--- src/rtl/remote_cmd_pkg.sv ---
`timescale 1ns/1ps
`default_nettype none
// ============================================================================
// Module      : remote_cmd_pkg
// Description : Shared types and default constants for remote_cmd_link:
//               sequencer state encoding and default parameter values.
// Revision    : 1.0 - initial release
// ============================================================================
package remote_cmd_pkg;

  // Sequencer states of the command/response link
  typedef enum logic [1:0] {
    ST_IDLE      = 2'd0,
    ST_SEND      = 2'd1,
    ST_WAIT_RESP = 2'd2
  } rcl_state_e;

  localparam int DEF_CMD_BYTES      = 2;
  localparam int DEF_RESP_BYTES     = 1;
  localparam int DEF_TIMEOUT_CYCLES = 5_000_000;
  // 50 MHz clock at 115200 baud
  localparam int DEF_BAUD_DIV       = 434;

endpackage : remote_cmd_pkg
`default_nettype wire

--- src/rtl/remote_cmd_link_uart.sv ---
`timescale 1ns/1ps
`default_nettype none
// ============================================================================
// Module      : remote_cmd_link_uart
// Description : 8N1 UART. Transmitter sends tx_data on a trmt pulse and
//               pulses tx_done for one cycle at the end of the stop bit.
//               Receiver raises rx_rdy (level) with rx_data after the stop
//               bit sample; clr_rx_rdy drops it. Active-low async reset.
// Revision    : 1.0 - initial release
// ============================================================================
module remote_cmd_link_uart #(
  parameter int BAUD_DIV = 434
) (
  input  logic       clk,
  input  logic       rst_n,
  input  logic       trmt,
  input  logic [7:0] tx_data,
  output logic       TX,
  output logic       tx_done,
  input  logic       RX,
  input  logic       clr_rx_rdy,
  output logic       rx_rdy,
  output logic [7:0] rx_data
);

  // Wide enough for the 1.5-bit start-bit delay of the receiver
  localparam int BW = $clog2(2 * BAUD_DIV + 1);

  logic          tx_busy_q, tx_busy_d;
  logic [BW-1:0] tx_baud_q, tx_baud_d;
  logic [3:0]    tx_bits_q, tx_bits_d;
  logic [9:0]    tx_shift_q, tx_shift_d;
  logic          tx_done_q, tx_done_d;

  logic          rx_sync1_q, rx_sync2_q;
  logic          rx_busy_q, rx_busy_d;
  logic [BW-1:0] rx_baud_q, rx_baud_d;
  logic [3:0]    rx_bits_q, rx_bits_d;
  logic [7:0]    rx_shift_q, rx_shift_d;
  logic          rx_rdy_q, rx_rdy_d;
  logic [7:0]    rx_data_q, rx_data_d;

  assign TX      = tx_shift_q[0];
  assign tx_done = tx_done_q;
  assign rx_rdy  = rx_rdy_q;
  assign rx_data = rx_data_q;

  // Transmitter: frame {stop, data, start} shifted out LSB first, ones fill in
  always_comb begin
    tx_busy_d  = tx_busy_q;
    tx_baud_d  = tx_baud_q;
    tx_bits_d  = tx_bits_q;
    tx_shift_d = tx_shift_q;
    tx_done_d  = 1'b0;
    if (!tx_busy_q) begin
      if (trmt) begin
        tx_busy_d  = 1'b1;
        tx_shift_d = {1'b1, tx_data, 1'b0};
        tx_baud_d  = '0;
        tx_bits_d  = '0;
      end
    end else if (tx_baud_q == BW'(BAUD_DIV - 1)) begin
      tx_baud_d  = '0;
      tx_shift_d = {1'b1, tx_shift_q[9:1]};
      if (tx_bits_q == 4'd9) begin
        tx_busy_d = 1'b0;
        tx_done_d = 1'b1;
      end else begin
        tx_bits_d = tx_bits_q + 4'd1;
      end
    end else begin
      tx_baud_d = tx_baud_q + BW'(1);
    end
  end

  // Receiver: first sample 1.5 bit times after the start edge, then one per bit
  always_comb begin
    rx_busy_d  = rx_busy_q;
    rx_baud_d  = rx_baud_q;
    rx_bits_d  = rx_bits_q;
    rx_shift_d = rx_shift_q;
    rx_rdy_d   = rx_rdy_q;
    rx_data_d  = rx_data_q;
    if (clr_rx_rdy) begin
      rx_rdy_d = 1'b0;
    end
    if (!rx_busy_q) begin
      if (!rx_sync2_q) begin
        rx_busy_d = 1'b1;
        rx_baud_d = BW'(BAUD_DIV + BAUD_DIV / 2 - 1);
        rx_bits_d = '0;
      end
    end else if (rx_baud_q == '0) begin
      rx_baud_d = BW'(BAUD_DIV - 1);
      if (rx_bits_q == 4'd8) begin
        rx_busy_d = 1'b0;
        rx_rdy_d  = 1'b1;
        rx_data_d = rx_shift_q;
      end else begin
        rx_shift_d = {rx_sync2_q, rx_shift_q[7:1]};
        rx_bits_d  = rx_bits_q + 4'd1;
      end
    end else begin
      rx_baud_d = rx_baud_q - BW'(1);
    end
  end

  // UART state registers; line idles high out of reset
  always_ff @(posedge clk or negedge rst_n) begin
    if (!rst_n) begin
      tx_busy_q  <= 1'b0;
      tx_baud_q  <= '0;
      tx_bits_q  <= '0;
      tx_shift_q <= '1;
      tx_done_q  <= 1'b0;
      rx_sync1_q <= 1'b1;
      rx_sync2_q <= 1'b1;
      rx_busy_q  <= 1'b0;
      rx_baud_q  <= '0;
      rx_bits_q  <= '0;
      rx_shift_q <= '0;
      rx_rdy_q   <= 1'b0;
      rx_data_q  <= '0;
    end else begin
      tx_busy_q  <= tx_busy_d;
      tx_baud_q  <= tx_baud_d;
      tx_bits_q  <= tx_bits_d;
      tx_shift_q <= tx_shift_d;
      tx_done_q  <= tx_done_d;
      rx_sync1_q <= RX;
      rx_sync2_q <= rx_sync1_q;
      rx_busy_q  <= rx_busy_d;
      rx_baud_q  <= rx_baud_d;
      rx_bits_q  <= rx_bits_d;
      rx_shift_q <= rx_shift_d;
      rx_rdy_q   <= rx_rdy_d;
      rx_data_q  <= rx_data_d;
    end
  end

endmodule : remote_cmd_link_uart
`default_nettype wire

--- src/rtl/remote_cmd_link.sv ---
`timescale 1ns/1ps
`default_nettype none
// ============================================================================
// Module      : remote_cmd_link
// Description : Sends a CMD_BYTES command MSB-byte first over a UART, then
//               assembles a RESP_BYTES response (first byte lands at the
//               MSB). Optional response timeout: define RCL_TIMEOUT_EN.
// Revision    : 1.0 - initial release
// ============================================================================
module remote_cmd_link
  import remote_cmd_pkg::*;
#(
  parameter int CMD_BYTES      = DEF_CMD_BYTES,
  parameter int RESP_BYTES     = DEF_RESP_BYTES,
  parameter int TIMEOUT_CYCLES = DEF_TIMEOUT_CYCLES,
  parameter int BAUD_DIV       = DEF_BAUD_DIV
) (
  input  logic                    clk,
  input  logic                    rst,
  input  logic                    RX,
  output logic                    TX,
  input  logic                    send_cmd,
  input  logic [8*CMD_BYTES-1:0]  cmd,
  output logic                    busy,
  output logic                    cmd_sent,
  output logic [8*RESP_BYTES-1:0] resp,
  output logic                    resp_rdy,
  output logic                    resp_timeout
);

  localparam int CW     = 8 * CMD_BYTES;
  localparam int RW     = 8 * RESP_BYTES;
  localparam int CCNT_W = $clog2(CMD_BYTES + 1);
  localparam int RCNT_W = $clog2(RESP_BYTES + 1);

  // Elaboration-time parameter legality
  if (CMD_BYTES < 1 || CMD_BYTES > 8) begin : g_bad_cmd_bytes
    $error("remote_cmd_link: CMD_BYTES must be 1..8");
  end
  if (RESP_BYTES < 1 || RESP_BYTES > 4) begin : g_bad_resp_bytes
    $error("remote_cmd_link: RESP_BYTES must be 1..4");
  end
  if (TIMEOUT_CYCLES < 2) begin : g_bad_timeout
    $error("remote_cmd_link: TIMEOUT_CYCLES must be >= 2");
  end

  rcl_state_e        state_q, state_d;
  logic [CW-1:0]     cmd_shift_q, cmd_shift_d;
  logic [CCNT_W-1:0] byte_cnt_q, byte_cnt_d;
  logic [RCNT_W-1:0] resp_cnt_q, resp_cnt_d;
  logic [RW-1:0]     resp_shift_q, resp_shift_d;
  logic [RW-1:0]     resp_q, resp_d;
  logic              trmt_q, trmt_d;
  logic              cmd_sent_q, cmd_sent_d;
  logic              resp_rdy_q, resp_rdy_d;

  logic              tx_done;
  logic              rx_rdy;
  logic [7:0]        rx_data;
  logic              clr_rx_rdy;
  logic [7:0]        tx_data;
  logic [RW-1:0]     resp_next;

`ifdef RCL_TIMEOUT_EN
  localparam int TW = $clog2(TIMEOUT_CYCLES + 1);
  logic [TW-1:0]     tmo_cnt_q, tmo_cnt_d;
  logic              resp_timeout_q, resp_timeout_d;
  assign resp_timeout = resp_timeout_q;
`else
  assign resp_timeout = 1'b0;
`endif

  // The most significant unsent byte is always at the top of the shifter
  assign tx_data    = cmd_shift_q[CW-1 -: 8];
  // Any received byte is consumed at once, whether it is used or not
  assign clr_rx_rdy = rx_rdy;
  // Partial response with the new byte appended at the LSB end
  assign resp_next  = (resp_shift_q << 8) | RW'(rx_data);

  assign busy     = (state_q != ST_IDLE);
  assign cmd_sent = cmd_sent_q;
  assign resp     = resp_q;
  assign resp_rdy = resp_rdy_q;

  remote_cmd_link_uart #(
    .BAUD_DIV (BAUD_DIV)
  ) u_uart (
    .clk        (clk),
    .rst_n      (~rst),
    .trmt       (trmt_q),
    .tx_data    (tx_data),
    .TX         (TX),
    .tx_done    (tx_done),
    .RX         (RX),
    .clr_rx_rdy (clr_rx_rdy),
    .rx_rdy     (rx_rdy),
    .rx_data    (rx_data)
  );

  // Next-state and datapath sequencing for send/response
  always_comb begin
    state_d      = state_q;
    cmd_shift_d  = cmd_shift_q;
    byte_cnt_d   = byte_cnt_q;
    resp_cnt_d   = resp_cnt_q;
    resp_shift_d = resp_shift_q;
    resp_d       = resp_q;
    trmt_d       = 1'b0;
    cmd_sent_d   = cmd_sent_q;
    resp_rdy_d   = resp_rdy_q;
`ifdef RCL_TIMEOUT_EN
    tmo_cnt_d      = tmo_cnt_q;
    resp_timeout_d = resp_timeout_q;
`endif
    case (state_q)
      ST_IDLE: begin
        if (send_cmd) begin
          state_d     = ST_SEND;
          cmd_shift_d = cmd;
          byte_cnt_d  = '0;
          cmd_sent_d  = 1'b0;
          resp_rdy_d  = 1'b0;
          trmt_d      = 1'b1;
`ifdef RCL_TIMEOUT_EN
          resp_timeout_d = 1'b0;
`endif
        end
      end
      ST_SEND: begin
        if (tx_done) begin
          cmd_shift_d = cmd_shift_q << 8;
          if (byte_cnt_q == CCNT_W'(CMD_BYTES - 1)) begin
            byte_cnt_d   = CCNT_W'(CMD_BYTES);
            cmd_sent_d   = 1'b1;
            resp_cnt_d   = '0;
            resp_shift_d = '0;
            state_d      = ST_WAIT_RESP;
`ifdef RCL_TIMEOUT_EN
            tmo_cnt_d = '0;
`endif
          end else begin
            byte_cnt_d = byte_cnt_q + CCNT_W'(1);
            trmt_d     = 1'b1;
          end
        end
      end
      ST_WAIT_RESP: begin
        if (rx_rdy) begin
          resp_shift_d = resp_next;
`ifdef RCL_TIMEOUT_EN
          tmo_cnt_d = '0;
`endif
          if (resp_cnt_q == RCNT_W'(RESP_BYTES - 1)) begin
            resp_cnt_d = RCNT_W'(RESP_BYTES);
            resp_d     = resp_next;
            resp_rdy_d = 1'b1;
            state_d    = ST_IDLE;
          end else begin
            resp_cnt_d = resp_cnt_q + RCNT_W'(1);
          end
        end
`ifdef RCL_TIMEOUT_EN
        else if (tmo_cnt_q == TW'(TIMEOUT_CYCLES - 1)) begin
          tmo_cnt_d      = '0;
          resp_timeout_d = 1'b1;
          state_d        = ST_IDLE;
        end else begin
          tmo_cnt_d = tmo_cnt_q + TW'(1);
        end
`endif
      end
      default: begin
        state_d = ST_IDLE;
      end
    endcase
  end

  // State and datapath registers; reset aborts any transfer in flight
  always_ff @(posedge clk or posedge rst) begin
    if (rst) begin
      state_q      <= ST_IDLE;
      cmd_shift_q  <= '0;
      byte_cnt_q   <= '0;
      resp_cnt_q   <= '0;
      resp_shift_q <= '0;
      resp_q       <= '0;
      trmt_q       <= 1'b0;
      cmd_sent_q   <= 1'b0;
      resp_rdy_q   <= 1'b0;
    end else begin
      state_q      <= state_d;
      cmd_shift_q  <= cmd_shift_d;
      byte_cnt_q   <= byte_cnt_d;
      resp_cnt_q   <= resp_cnt_d;
      resp_shift_q <= resp_shift_d;
      resp_q       <= resp_d;
      trmt_q       <= trmt_d;
      cmd_sent_q   <= cmd_sent_d;
      resp_rdy_q   <= resp_rdy_d;
    end
  end

`ifdef RCL_TIMEOUT_EN
  // Response-wait timeout counter and its sticky flag
  always_ff @(posedge clk or posedge rst) begin
    if (rst) begin
      tmo_cnt_q      <= '0;
      resp_timeout_q <= 1'b0;
    end else begin
      tmo_cnt_q      <= tmo_cnt_d;
      resp_timeout_q <= resp_timeout_d;
    end
  end
`endif

endmodule : remote_cmd_link
`default_nettype wire

--- config.mk ---
export PLATFORM = sky130hd
export DESIGN_NAME = remote_cmd_link
export DESIGN_NICKNAME = d
export VERILOG_FILES = /design/src/rtl/remote_cmd_pkg.sv /design/src/rtl/remote_cmd_link_uart.sv /design/src/rtl/remote_cmd_link.sv
export SDC_FILE = /design/constraint.sdc
export NUM_CORES = 1
export LEC_CHECK = 0
export ABC_AREA = 1
export BUFFER_PORTS_ARGS = -buffer_cell sky130_fd_sc_hd__buf_2
export CORE_MARGIN = 4
export CORE_UTILIZATION = 60
export CTS_BUF_LIST = sky130_fd_sc_hd__clkbuf_16
export CTS_CLUSTER_DIAMETER = 30
export DETAILED_ROUTE_END_ITERATION = 6
export PLACE_DENSITY = 0.81
export SLEW_MARGIN = 10
export SYNTH_ARGS = -nofsm -noshare
export SYNTH_HDL_FRONTEND = slang
export SYNTH_SLANG_ARGS = --single-unit
--- constraint.sdc ---
create_clock -name clk -period 8.2 [get_ports clk]
set_input_delay 1.64 -clock clk [delete_from_list [all_inputs] [get_ports clk]]
set_output_delay 1.64 -clock clk [all_outputs]
set_load 0.03 [all_outputs]
==> impl_results.md <==
* Worst Skew at 6.95 ps
* Period utilization at 34.7%
* Worst R2R Setup Slack at 6420 ps
* Final Instance Area at 4870 µm²
* Post-DP HPWL at 5620 µm
* I/O pin count at 33
* CTS tree: built
* Max Freq at 0.352 GHz
* Final ANT Viol Nets at 0
* Sink Count at 91
* Post-route DRC at 0
* Post-CTS sizing at 0
* Routed WL at 8020 µm
* Routed len/inst at 12.9 µm
* Crit-path max FO at 6
* Sw frac at 26.7%
* Cts bufs inserted at 9
* CP arrival at 1200 ps
* R2r worst-path depth at 8
* Count of pins over their slew limit at 0
* First-pass DRT Iterations at 4
* CTS max path bufs at 2
* Fillers at 523
* First-iteration detailed-routing DRC count at 159
* CTS Hold Bufs at 0
* Total power at 0.00111 W
* Int Pwr at 0.000814 W
* Pin count of the biggest net entering global routing at 92
* DP Area at 4540 µm²
* Sum Neg Setup Slack at 0 ps
* Clock share of power at 40.1%
* GPL Wtd Cong at 0.860
* Initial Util at 62.6%
* Max Cap Violations at 0
* Status: finished, final reports clean
* Critical path launch point: state_q[1]
* Global-route wire length before repair at 14000 µm
* Worst Path Required at 6560 ps
* Yosys Warn Count at 0
* Die Wd at 92.9 µm
* Syn Area/Cell at 8.88 µm²
* DIE AREA at 8630 µm²
* Final #Nets at 549
* Vias in the first global route at 3150
* Distinct cell type count after synthesis at 39
* Final setup fails at 0
* Final min period at 2840 ps
* Final Core Density at 70.5%
* Register area share after synthesis at 53.0%
* HP Class: flop to flop
* Hold Vio Cnt, Final at 0
* Clock transition at the registers of the reported paths at 60 ps
* Sequential cell area at 2290 µm²
* Maximum vdd drop at 171 µV
* Vias at 3234
* Total core area at 6910 µm²
* Seq cells post-synth at 91
* Cell row count at 30
* Antenna diodes at 0
* Comb power frac at 12.9%
* Switching pwr at 0.000296 W
* Least-Margin Pin Slew at 1080 ps
* Crit Path Class: flop to primary output
* Post-Syn Nets at 515
* Slew Limit Headroom at 28.1%
* Post-Synthesis Cells at 487
* CTS H-tree depth at 3
* RSZ-0062 raised after global routing: no
* FF-to-FF Start: u_uart.rx_baud_q[0]
* Initial antenna violation count at 0
* Total GRT Usage at 20.3%
* Critical path endpoint category: primary output
* Post-Syn Area at 4320 µm²
* Chip height at 92.9 µm
* Part of the power in registers at 47.0%
* Final Non-Filler Cells at 622
* R2R Path End: u_uart.rx_bits_q[0]
* Pwr dens at 228 nW/µm²
* IO Port Bufs at 31
* Multi-input logic area at 1770 µm²
* Fraction of layout cells with a size suffix above 1 at 18.4%
* # placed instances at 606
* CP endpoint: busy
* Total grt overflow at 0
* Clk Latency, worst-skew pair at 340 ps
* Area Growth Syn to Fin at 12.6%
* Startpoint types: flop
* Leak pwr at 2.52 nW
* Clk root buf: clkbuf_16
* Vias per cell at 5.20
* Post-CTS setup repair buffer count at 0
==> state kept, by name (all words and copies together) (netlist names), 2 cells and up <==
name and count:
u_uart.rx_data 8, byte_cnt_q 2, state_q 2, cmd_shift_q 16
u_uart.rx_shift_q 8, u_uart.tx_shift_q 9, u_uart.rx_bits_q 4, u_uart.tx_bits_q 4
resp 8, u_uart.rx_baud_q 10, u_uart.tx_baud_q 10
==> stage by stage <==
step           setup WS, ps  hold WS (ps)
2_1_floorplan          4210           345
3_3_place_gp           5440           347
3_5_place_dp           5430           347
4_1_cts                5340           357
5_1_grt                5250           362
6_report               5360           356
==> power by group through the flow <==
stage                     Combinational [W]  Sequential [W]  Clock (W)
after detailed placement           0.000142        0.000529          0
after global routing               0.000163        0.000526   0.000472
final                              0.000143        0.000522   0.000446
after CTS                          0.000145        0.000521   0.000455
after floorplan                    0.000114        0.000521          0
after global placement             0.000136        0.000526          0
==> worst max-delay path, cell delays in order (launching register included) <==
cell and delay, ps:
dfrtp_1 460, nor2_2 160, inv_1 70, buf_2 180
==> synthesized netlist by cell type (all sizes together) <==
cell	number	share of area [%]
inv	49	4.3
conb	1	0.087
and2	1	0.14
clkbuf	1	0.12
xnor2	4	0.81
ha	8	2.3
o21bai	2	0.35
o21a	1	0.17
clkinv	2	0.29
xor2	2	0.41
mux2i	5	1.2
a21oi	6	0.69
o211ai	4	0.69
nor3	4	0.46
nand2	162	15
o22ai	5	0.72
buf	8	1.4
mux2	8	2.1
nand4	10	2.3
a31oi	6	0.87
o21ai	33	4.5
nand3b	2	0.35
dfstp	11	6.7
nand3	35	4.2
nor2	37	4.1
dfrtp	80	46
==> per-layer routing <==
metal	up-vias	share of wire, %	track usage (%)
met5	-	0	0
li1	1649	-	-
met4	0	1.1	5.98
met1	1527	44	25.3
met2	48	51	34.4
met3	10	3.4	5.69
==> how the worst min path moves through the flow <==
| stage | from | end | slack (ps) | depth (start not counted) |
|---|---|---|---|---|
| 6_report | u_uart.rx_sync1_q | u_uart.rx_sync2_q | 360 | 0 |
| 5_1_grt | u_uart.rx_sync1_q | u_uart.rx_sync2_q | 360 | 0 |
| 4_1_cts | u_uart.rx_sync1_q | u_uart.rx_sync2_q | 360 | 0 |
| 3_5_place_dp | u_uart.rx_sync1_q | u_uart.rx_sync2_q | 350 | 0 |
| 3_3_place_gp | u_uart.rx_sync1_q | u_uart.rx_sync2_q | 350 | 0 |
| 2_1_floorplan | u_uart.rx_sync1_q | u_uart.rx_sync2_q | 350 | 0 |
==> logic make-up after synthesis <==
group	share of synthesized area, %
AND/OR/NAND/NOR	26.1
flip-flops	53.0
buffers and inverters	6.05
AO/OA/AOI/OAI	8.02
multiplexers	3.24
adder cells (fa/ha/maj)	2.31
XOR/XNOR	1.22
other	0.0867
==> placed cells by master (no fill, tap or decap), types with 4 or more instances in the layout <==
cell type | synthesis | final
o21ai_2 | 8 | 8
dfrtp_1 | 80 | 80
buf_2 | 3 | 31
xnor2_1 | 4 | 4
nand2_1 | 156 | 156
mux2_2 | 8 | 8
nand4_1 | 7 | 7
mux2i_1 | 5 | 5
nor2_1 | 30 | 30
inv_2 | 4 | 4
a31oi_1 | 6 | 6
a21oi_1 | 6 | 6
ha_1 | 8 | 8
nand3_1 | 34 | 34
dfstp_2 | 11 | 11
nor3_1 | 4 | 4
nor2_2 | 5 | 5
o22ai_1 | 5 | 5
clkbuf_16 | 0 | 9
inv_1 | 45 | 45
nand2_2 | 4 | 4
o21ai_0 | 25 | 25
o211ai_1 | 4 | 4
==> area by class of cell <==
| type | count | share of cell area [%] |
|---|---|---|
| tap | 96 | 2.47 |
| clock inverter | 7 | 2.03 |
| multi-input combinational | 336 | 36.4 |
| timing repair buffer | 32 | 3.34 |
| clock buffer | 9 | 4.63 |
| sequential | 91 | 47.1 |
| inverter | 51 | 4.06 |
Power figures use the tool's default switching activity.
